<file path="config.mk">
export PLATFORM = sky130hd
export DESIGN_NAME = sram_port_arbiter_flat
export DESIGN_NICKNAME = d
export VERILOG_FILES = /design/src/rtl/sram_port_arbiter_if.sv /design/src/rtl/sram_port_arbiter.sv /design/src/flat_wrapper.sv
export SDC_FILE = /design/constraint.sdc
export NUM_CORES = 1
export LEC_CHECK = 0
export CAP_MARGIN = 20
export CORE_AREA = 2 2 135 137
export CTS_CLUSTER_SIZE = 20
export DETAILED_ROUTE_END_ITERATION = 8
export DIE_AREA = 0 0 137 139
export GPL_ROUTABILITY_DRIVEN = 0
export PLACE_DENSITY = 0.52
export SETUP_SLACK_MARGIN = 0.2
export SKIP_CTS_REPAIR_TIMING = 1
export SLEW_MARGIN = 5
export SYNTH_ARGS = -nofsm -noshare
export SYNTH_HDL_FRONTEND = slang
export SYNTH_SLANG_ARGS = --single-unit
</file>
<file path="constraint.sdc">
create_clock -name clk -period 3.2 [get_ports clk]
set_input_delay 0.64 -clock clk [delete_from_list [all_inputs] [get_ports clk]]
set_output_delay 0.64 -clock clk [all_outputs]
set_load 0.02 [all_outputs]
</file>
<file path="src/rtl/sram_port_arbiter_if.sv">
// Requester-side bundle for sram_port_arbiter: one request channel and its read response.
interface sram_port_arbiter_if #(
    parameter int unsigned DATA_WIDTH = 32,
    parameter int unsigned ADDR_WIDTH = 32
);
    logic                  req_valid;
    logic                  req_we;
    logic [ADDR_WIDTH-1:0] req_addr;
    logic [DATA_WIDTH-1:0] req_wdata;
    logic                  req_ready;
    logic                  rsp_valid;
    logic [DATA_WIDTH-1:0] rsp_rdata;

    modport master (
        output req_valid, req_we, req_addr, req_wdata,
        input  req_ready, rsp_valid, rsp_rdata
    );

    modport slave (
        input  req_valid, req_we, req_addr, req_wdata,
        output req_ready, rsp_valid, rsp_rdata
    );
endinterface

</file>
<file path="src/rtl/sram_port_arbiter.sv">
// Shares one 1W/1R SRAM between requesters A and B with independent read/write
// round-robin arbitration, read-response routing and a saturating conflict counter.
module sram_port_arbiter #(
    parameter int unsigned DATA_WIDTH = 32,
    parameter int unsigned ADDR_WIDTH = 32,
    parameter int unsigned CNT_WIDTH  = 16
) (
    input  logic                  clk,
    input  logic                  rst_n,
    sram_port_arbiter_if.slave    a_if,
    sram_port_arbiter_if.slave    b_if,
    output logic                  o_mem_wen,
    output logic [ADDR_WIDTH-1:0] o_mem_waddr,
    output logic [DATA_WIDTH-1:0] o_mem_wdata,
    output logic                  o_mem_ren,
    output logic [ADDR_WIDTH-1:0] o_mem_raddr,
    input  logic [DATA_WIDTH-1:0] i_mem_rdata,
    output logic [CNT_WIDTH-1:0]  o_conflict_cnt
);
    localparam logic                 PTR_A   = 1'b0;
    localparam logic                 PTR_B   = 1'b1;
    localparam logic [CNT_WIDTH-1:0] CNT_MAX = '1;

    logic                 r_rd_last;
    logic                 r_wr_last;
    logic                 r_own_vld;
    logic                 r_own_id;
    logic [CNT_WIDTH-1:0] r_cnt;

    logic w_a_rd, w_b_rd, w_a_wr, w_b_wr;
    logic w_rd_conf, w_wr_conf;
    logic w_rd_gnt_a, w_rd_gnt_b, w_wr_gnt_a, w_wr_gnt_b;
    logic w_a_rsp, w_b_rsp;

    // Per-port candidates and grants; nothing is granted while in reset.
    always_comb begin
        w_a_rd     = rst_n & a_if.req_valid & ~a_if.req_we;
        w_b_rd     = rst_n & b_if.req_valid & ~b_if.req_we;
        w_a_wr     = rst_n & a_if.req_valid &  a_if.req_we;
        w_b_wr     = rst_n & b_if.req_valid &  b_if.req_we;
        w_rd_conf  = w_a_rd & w_b_rd;
        w_wr_conf  = w_a_wr & w_b_wr;
        w_rd_gnt_a = w_a_rd & (~w_b_rd | (r_rd_last == PTR_B));
        w_rd_gnt_b = w_b_rd & ~w_rd_gnt_a;
        w_wr_gnt_a = w_a_wr & (~w_b_wr | (r_wr_last == PTR_B));
        w_wr_gnt_b = w_b_wr & ~w_wr_gnt_a;
    end

    // SRAM port muxing; idle ports drive zero address/data.
    always_comb begin
        o_mem_ren   = w_rd_gnt_a | w_rd_gnt_b;
        o_mem_raddr = '0;
        if (w_rd_gnt_a) begin
            o_mem_raddr = a_if.req_addr;
        end else if (w_rd_gnt_b) begin
            o_mem_raddr = b_if.req_addr;
        end
        o_mem_wen   = w_wr_gnt_a | w_wr_gnt_b;
        o_mem_waddr = '0;
        o_mem_wdata = '0;
        if (w_wr_gnt_a) begin
            o_mem_waddr = a_if.req_addr;
            o_mem_wdata = a_if.req_wdata;
        end else if (w_wr_gnt_b) begin
            o_mem_waddr = b_if.req_addr;
            o_mem_wdata = b_if.req_wdata;
        end
    end

    // Responses follow the registered read owner; reset suppresses an in-flight one.
    always_comb begin
        w_a_rsp = rst_n & r_own_vld & (r_own_id == PTR_A);
        w_b_rsp = rst_n & r_own_vld & (r_own_id == PTR_B);
    end

    assign a_if.req_ready = w_rd_gnt_a | w_wr_gnt_a;
    assign b_if.req_ready = w_rd_gnt_b | w_wr_gnt_b;
    assign a_if.rsp_valid = w_a_rsp;
    assign b_if.rsp_valid = w_b_rsp;
    assign a_if.rsp_rdata = w_a_rsp ? i_mem_rdata : '0;
    assign b_if.rsp_rdata = w_b_rsp ? i_mem_rdata : '0;
    assign o_conflict_cnt = r_cnt;

    // A and B can contend on at most one port per cycle, so the counter steps by one.
    always_ff @(posedge clk) begin
        if (!rst_n) begin
            r_rd_last <= PTR_B;
            r_wr_last <= PTR_B;
            r_own_vld <= 1'b0;
            r_own_id  <= PTR_A;
            r_cnt     <= '0;
        end else begin
            if (w_rd_conf) begin
                r_rd_last <= w_rd_gnt_a ? PTR_A : PTR_B;
            end
            if (w_wr_conf) begin
                r_wr_last <= w_wr_gnt_a ? PTR_A : PTR_B;
            end
            if ((w_rd_conf | w_wr_conf) && (r_cnt != CNT_MAX)) begin
                r_cnt <= r_cnt + CNT_WIDTH'(1);
            end
            r_own_vld <= o_mem_ren;
            r_own_id  <= w_rd_gnt_b;
        end
    end
endmodule

</file>
<file path="src/flat_wrapper.sv">
// flat-port wrapper written by rule: the top's interface ports become plain ports
module sram_port_arbiter_flat 
#(
    parameter int unsigned DATA_WIDTH = 32,
    parameter int unsigned ADDR_WIDTH = 32,
    parameter int unsigned CNT_WIDTH  = 16
)
  (clk, rst_n, o_mem_wen, o_mem_waddr, o_mem_wdata, o_mem_ren, o_mem_raddr, i_mem_rdata, o_conflict_cnt, a_if_req_valid, a_if_req_we, a_if_req_addr, a_if_req_wdata, a_if_req_ready, a_if_rsp_valid, a_if_rsp_rdata, b_if_req_valid, b_if_req_we, b_if_req_addr, b_if_req_wdata, b_if_req_ready, b_if_rsp_valid, b_if_rsp_rdata);
  sram_port_arbiter_if #(.DATA_WIDTH(DATA_WIDTH), .ADDR_WIDTH(ADDR_WIDTH)) a_if_i ();
  sram_port_arbiter_if #(.DATA_WIDTH(DATA_WIDTH), .ADDR_WIDTH(ADDR_WIDTH)) b_if_i ();
  input  logic clk;
  input  logic rst_n;
  output logic o_mem_wen;
  output logic [ADDR_WIDTH-1:0] o_mem_waddr;
  output logic [DATA_WIDTH-1:0] o_mem_wdata;
  output logic o_mem_ren;
  output logic [ADDR_WIDTH-1:0] o_mem_raddr;
  input  logic [DATA_WIDTH-1:0] i_mem_rdata;
  output logic [CNT_WIDTH-1:0] o_conflict_cnt;
  input wire logic [$bits(a_if_i.req_valid)-1:0] a_if_req_valid;
  input wire logic [$bits(a_if_i.req_we)-1:0] a_if_req_we;
  input wire logic [$bits(a_if_i.req_addr)-1:0] a_if_req_addr;
  input wire logic [$bits(a_if_i.req_wdata)-1:0] a_if_req_wdata;
  output wire logic [$bits(a_if_i.req_ready)-1:0] a_if_req_ready;
  output wire logic [$bits(a_if_i.rsp_valid)-1:0] a_if_rsp_valid;
  output wire logic [$bits(a_if_i.rsp_rdata)-1:0] a_if_rsp_rdata;
  input wire logic [$bits(b_if_i.req_valid)-1:0] b_if_req_valid;
  input wire logic [$bits(b_if_i.req_we)-1:0] b_if_req_we;
  input wire logic [$bits(b_if_i.req_addr)-1:0] b_if_req_addr;
  input wire logic [$bits(b_if_i.req_wdata)-1:0] b_if_req_wdata;
  output wire logic [$bits(b_if_i.req_ready)-1:0] b_if_req_ready;
  output wire logic [$bits(b_if_i.rsp_valid)-1:0] b_if_rsp_valid;
  output wire logic [$bits(b_if_i.rsp_rdata)-1:0] b_if_rsp_rdata;
  assign a_if_i.req_valid = a_if_req_valid;
  assign a_if_i.req_we = a_if_req_we;
  assign a_if_i.req_addr = a_if_req_addr;
  assign a_if_i.req_wdata = a_if_req_wdata;
  assign a_if_req_ready = a_if_i.req_ready;
  assign a_if_rsp_valid = a_if_i.rsp_valid;
  assign a_if_rsp_rdata = a_if_i.rsp_rdata;
  assign b_if_i.req_valid = b_if_req_valid;
  assign b_if_i.req_we = b_if_req_we;
  assign b_if_i.req_addr = b_if_req_addr;
  assign b_if_i.req_wdata = b_if_req_wdata;
  assign b_if_req_ready = b_if_i.req_ready;
  assign b_if_rsp_valid = b_if_i.rsp_valid;
  assign b_if_rsp_rdata = b_if_i.rsp_rdata;
  sram_port_arbiter #(.DATA_WIDTH(DATA_WIDTH), .ADDR_WIDTH(ADDR_WIDTH), .CNT_WIDTH(CNT_WIDTH)) u_core (.clk(clk), .rst_n(rst_n), .a_if(a_if_i), .b_if(b_if_i), .o_mem_wen(o_mem_wen), .o_mem_waddr(o_mem_waddr), .o_mem_wdata(o_mem_wdata), .o_mem_ren(o_mem_ren), .o_mem_raddr(o_mem_raddr), .i_mem_rdata(i_mem_rdata), .o_conflict_cnt(o_conflict_cnt));
endmodule
</file>
==> flow_metrics.py <==
metrics = {
    "setup_path": {
        "cp_data_arrival_time_ns": 2.24,
        "cp_cell_sequence": "dlymetal6s2s_1 -> buf_4 -> nand2_1 -> nor2_1 -> buf_12 -> and2_1 -> clkdlybuf4s50_1",
        "r2r-end": "u_core.o_conflict_cnt[7]$_SDFFE_PN0P_",
        "worstSetupPathType": "in2out",
        "timing.rr.start": "u_core.o_conflict_cnt[0]$_SDFFE_PN0P_",
        "max_stage_delay_ns": 0.64,
        "cp_top_family": "buffers and inverters",
        "crit_path_start_kind": "input pin",
        "end_kind": "primary output",
        "r2r_cells": 5,
        "endpoint": "a_if_rsp_rdata[25]",
        "cp.depth": 7,
        "critPathSlowestCell": "clkdlybuf4s50_1",
        "cp_max_fo": 33,
        "r2r_slack_ns": 1.47,
        "crit_buf_inv": 4,
        "crit_required_ns": 2.56,
        "worstSetupStartpoint": "rst_n",
    },
    "synthesis": {
        "async_reset_ff_share_pct": 0,
        "synth_enable_flop_cells": 0,
        "ys_ff_latch": 20,
        "synth_flop_cell": "dfxtp_1",
        "ys_seq_area_share_pct": 16.3,
        "postSynthCellCount": 317,
        "yosysTopAreaCellShare_pct": 34.3,
        "synth.net_count": 484,
        "ys_types": 36,
        "avgSynthCellArea_sq_um": 7.73,
        "syn_area_sq_um": 2450,
        "synth.largest_area_cell": "a22o_1",
        "synth_area_leaders": "a22o_1, and2_1, dfxtp_1",
        "yosys_warnings": 0,
    },
    "detailed_routing": {
        "drt-wirelength-per-cell_microns": 18.3,
        "drt-total-wl_microns": 16400,
        "met3_length_microns": 1490,
        "dr.first_iter.drc_count": 171,
        "num_vias": 4066,
        "drtPass1Iterations": 4,
        "routed-wl-met2_microns": 8580,
        "via_per_inst": 4.54,
        "ant_nets": 0,
        "maxUsedRoutingLayer": "met4",
        "drcViolationCount": 0,
        "wl_met1_microns": 6130,
    },
    "pwr": {
        "vdd_ir_drop_max_mv": 0.152,
        "p_per_area_nw_per_um2": 175,
        "power_uw": 1150,
        "cellLeakagePower_uw": 0.00361,
    },
    "placed_design": {
        "dpl_cell_area_sq_um": 6300,
        "port_buffers": 347,
        "hpwl_microns": 13200,
    },
    "floorplan": {
        "dieArea_sq_um": 19000,
        "die_w_microns": 137,
        "core_area_sq_um": 17700,
        "io_pins": 348,
        "rows": 49,
        "die_h_microns": 139,
        "initial_core_util_pct": 13.9,
    },
    "clocking": {
        "tritoncts": "built",
        "htree_levels": 1,
        "root_buffer": "clkbuf_16",
        "clk_transition_reported_paths_ns": 0.05,
        "numCtsBuffers": 3,
        "clock_latency_ns": 0.25,
        "cts_buffer_depth": 2,
        "numClockSinks": 20,
    },
    "sta": {
        "tightest_slew_ns": 0.694,
        "fin_tns_setup_ns": 0,
        "hold_ws_ns": 0.511,
        "fmax_mhz": 347,
        "relSlewSlack_pct": 53.3,
        "finalHoldViolations": 0,
        "min_period_over_period_pct": 90.1,
        "drv_slew": 0,
        "fin_crit_ns": 2.88,
        "rsz0062_at_grt": "no",
        "setup_violations": 0,
        "fin_skew_ns": 0.00193,
    },
    "finish": {
        "nNetsFinal": 835,
        "nFillCells": 1784,
        "postLayoutCellArea_sq_um": 6610,
        "drive_gt1_share_pct": 11.4,
        "area_growth_pct": 169,
        "diodes": 0,
    },
    "grt": {
        "grt_max_degree": 40,
        "track_usage_pct": 15.3,
        "grt_overflow": 0,
        "antenna_found_initial": 0,
        "grt_pass1_wl_microns": 23000,
        "grt_pass1_vias": 3921,
    },
    "flow_run": {
        "maxCapViolCount": 0,
    },
    "run_status": {
        "outcome": "complete, no violations",
    },
    "hold_path": {
        "hold_path_class": "reg2reg",
    },
}
through the flow:
step | worst slack, ns | util (%) | instances
finish | 0.317 | 37.4 | 895
global route | 0.215 | 37.4 | 895
CTS | -0.260 | 36.1 | 887
detailed placement | -0.254 | 35.7 | 884
global placement | -0.231 | 35.7 | 884
floorplan | 0.655 | - | 317
synth_stat cells, types with 5 or more instances:
cell type  instances
or4_1              5
clkbuf_1          20
o31ai_1            5
and4_1             5
nand2_1           11
and2_1            65
a22o_1            96
a21oi_1           11
nand3_1            8
nand2b_1           5
o21ai_0            5
dfxtp_1           20
buf_2             11
layout by cell type (no fill, tap or decap), types with 3 or more instances in the layout:
cell,n
clkbuf_2,20
a22o_1,96
nor4_1,4
buf_12,8
nand2_1,10
dlymetal6s2s_1,74
or4_1,5
a21oi_1,11
clkdlybuf4s50_1,241
buf_4,31
dfxtp_1,20
and2_1,65
clkbuf_16,6
mux2i_1,3
o31ai_1,5
inv_1,4
nand4_1,4
and4_1,5
a211oi_1,3
nand2b_1,5
o21ai_0,5
nor2_1,3
and3_1,4
nand3_1,8
power breakdown:
part / internal (uW) / total [uW] / switching [uW]
Clock: 165 / 252 / 87.6
Combinational: 372 / 647 / 275
Sequential: 252 / 255 / 2.66
Total: 788 / 1150 / 366
worst min-delay path: cells and delay by family (launching register included):
kind            cells  cell delay [ns]
simple gates        1             0.07
compound gates      1             0.07
flops               1             0.32
worst min path at each step:
stage	from	end	cells after the start
after floorplan	u_core.r_wr_last$_SDFFE_PN1P_	u_core.r_wr_last$_SDFFE_PN1P_	2
after global placement	u_core.r_wr_last$_SDFFE_PN1P_	u_core.r_wr_last$_SDFFE_PN1P_	2
after detailed placement	u_core.r_rd_last$_SDFFE_PN1P_	u_core.r_rd_last$_SDFFE_PN1P_	2
after CTS	u_core.r_rd_last$_SDFFE_PN1P_	u_core.r_rd_last$_SDFFE_PN1P_	2
after global routing	u_core.o_conflict_cnt[3]$_SDFFE_PN0P_	u_core.o_conflict_cnt[3]$_SDFFE_PN0P_	2
final	u_core.r_rd_last$_SDFFE_PN1P_	u_core.r_rd_last$_SDFFE_PN1P_	2
flip-flops by register name, summed over array words and instances (netlist names):
signal / count
u_core.r_wr_last: 1
u_core.o_conflict_cnt: 16
u_core.r_rd_last: 1
u_core.r_own_id: 1
u_core.r_own_vld: 1
per-layer routing:
metal	global-route usage, %	up-vias
li1	-	1928
met3	4.06	12
met1	17.3	1906
met4	2.44	0
met5	0	-
met2	28.5	220
final cells by class:
cell class	count	area, sq um	area share, %
clock buffers	3	75.1	1.14
inverters	4	15.0	0.227
multi-input cells	260	1900	28.8
flip-flops and latches	20	400	6.06
well taps	229	287	4.34
repair buffers	379	3930	59.5
logic make-up after synthesis:
kind of cell,synth area share (%)
buf+inv,6.84
simple gates,32.3
mux,1.23
xor+xnor,0.357
flops,16.3
compound gates,42.5
fa+ha+maj,0.510
Note: power is estimated with default switching activity, not from simulation.
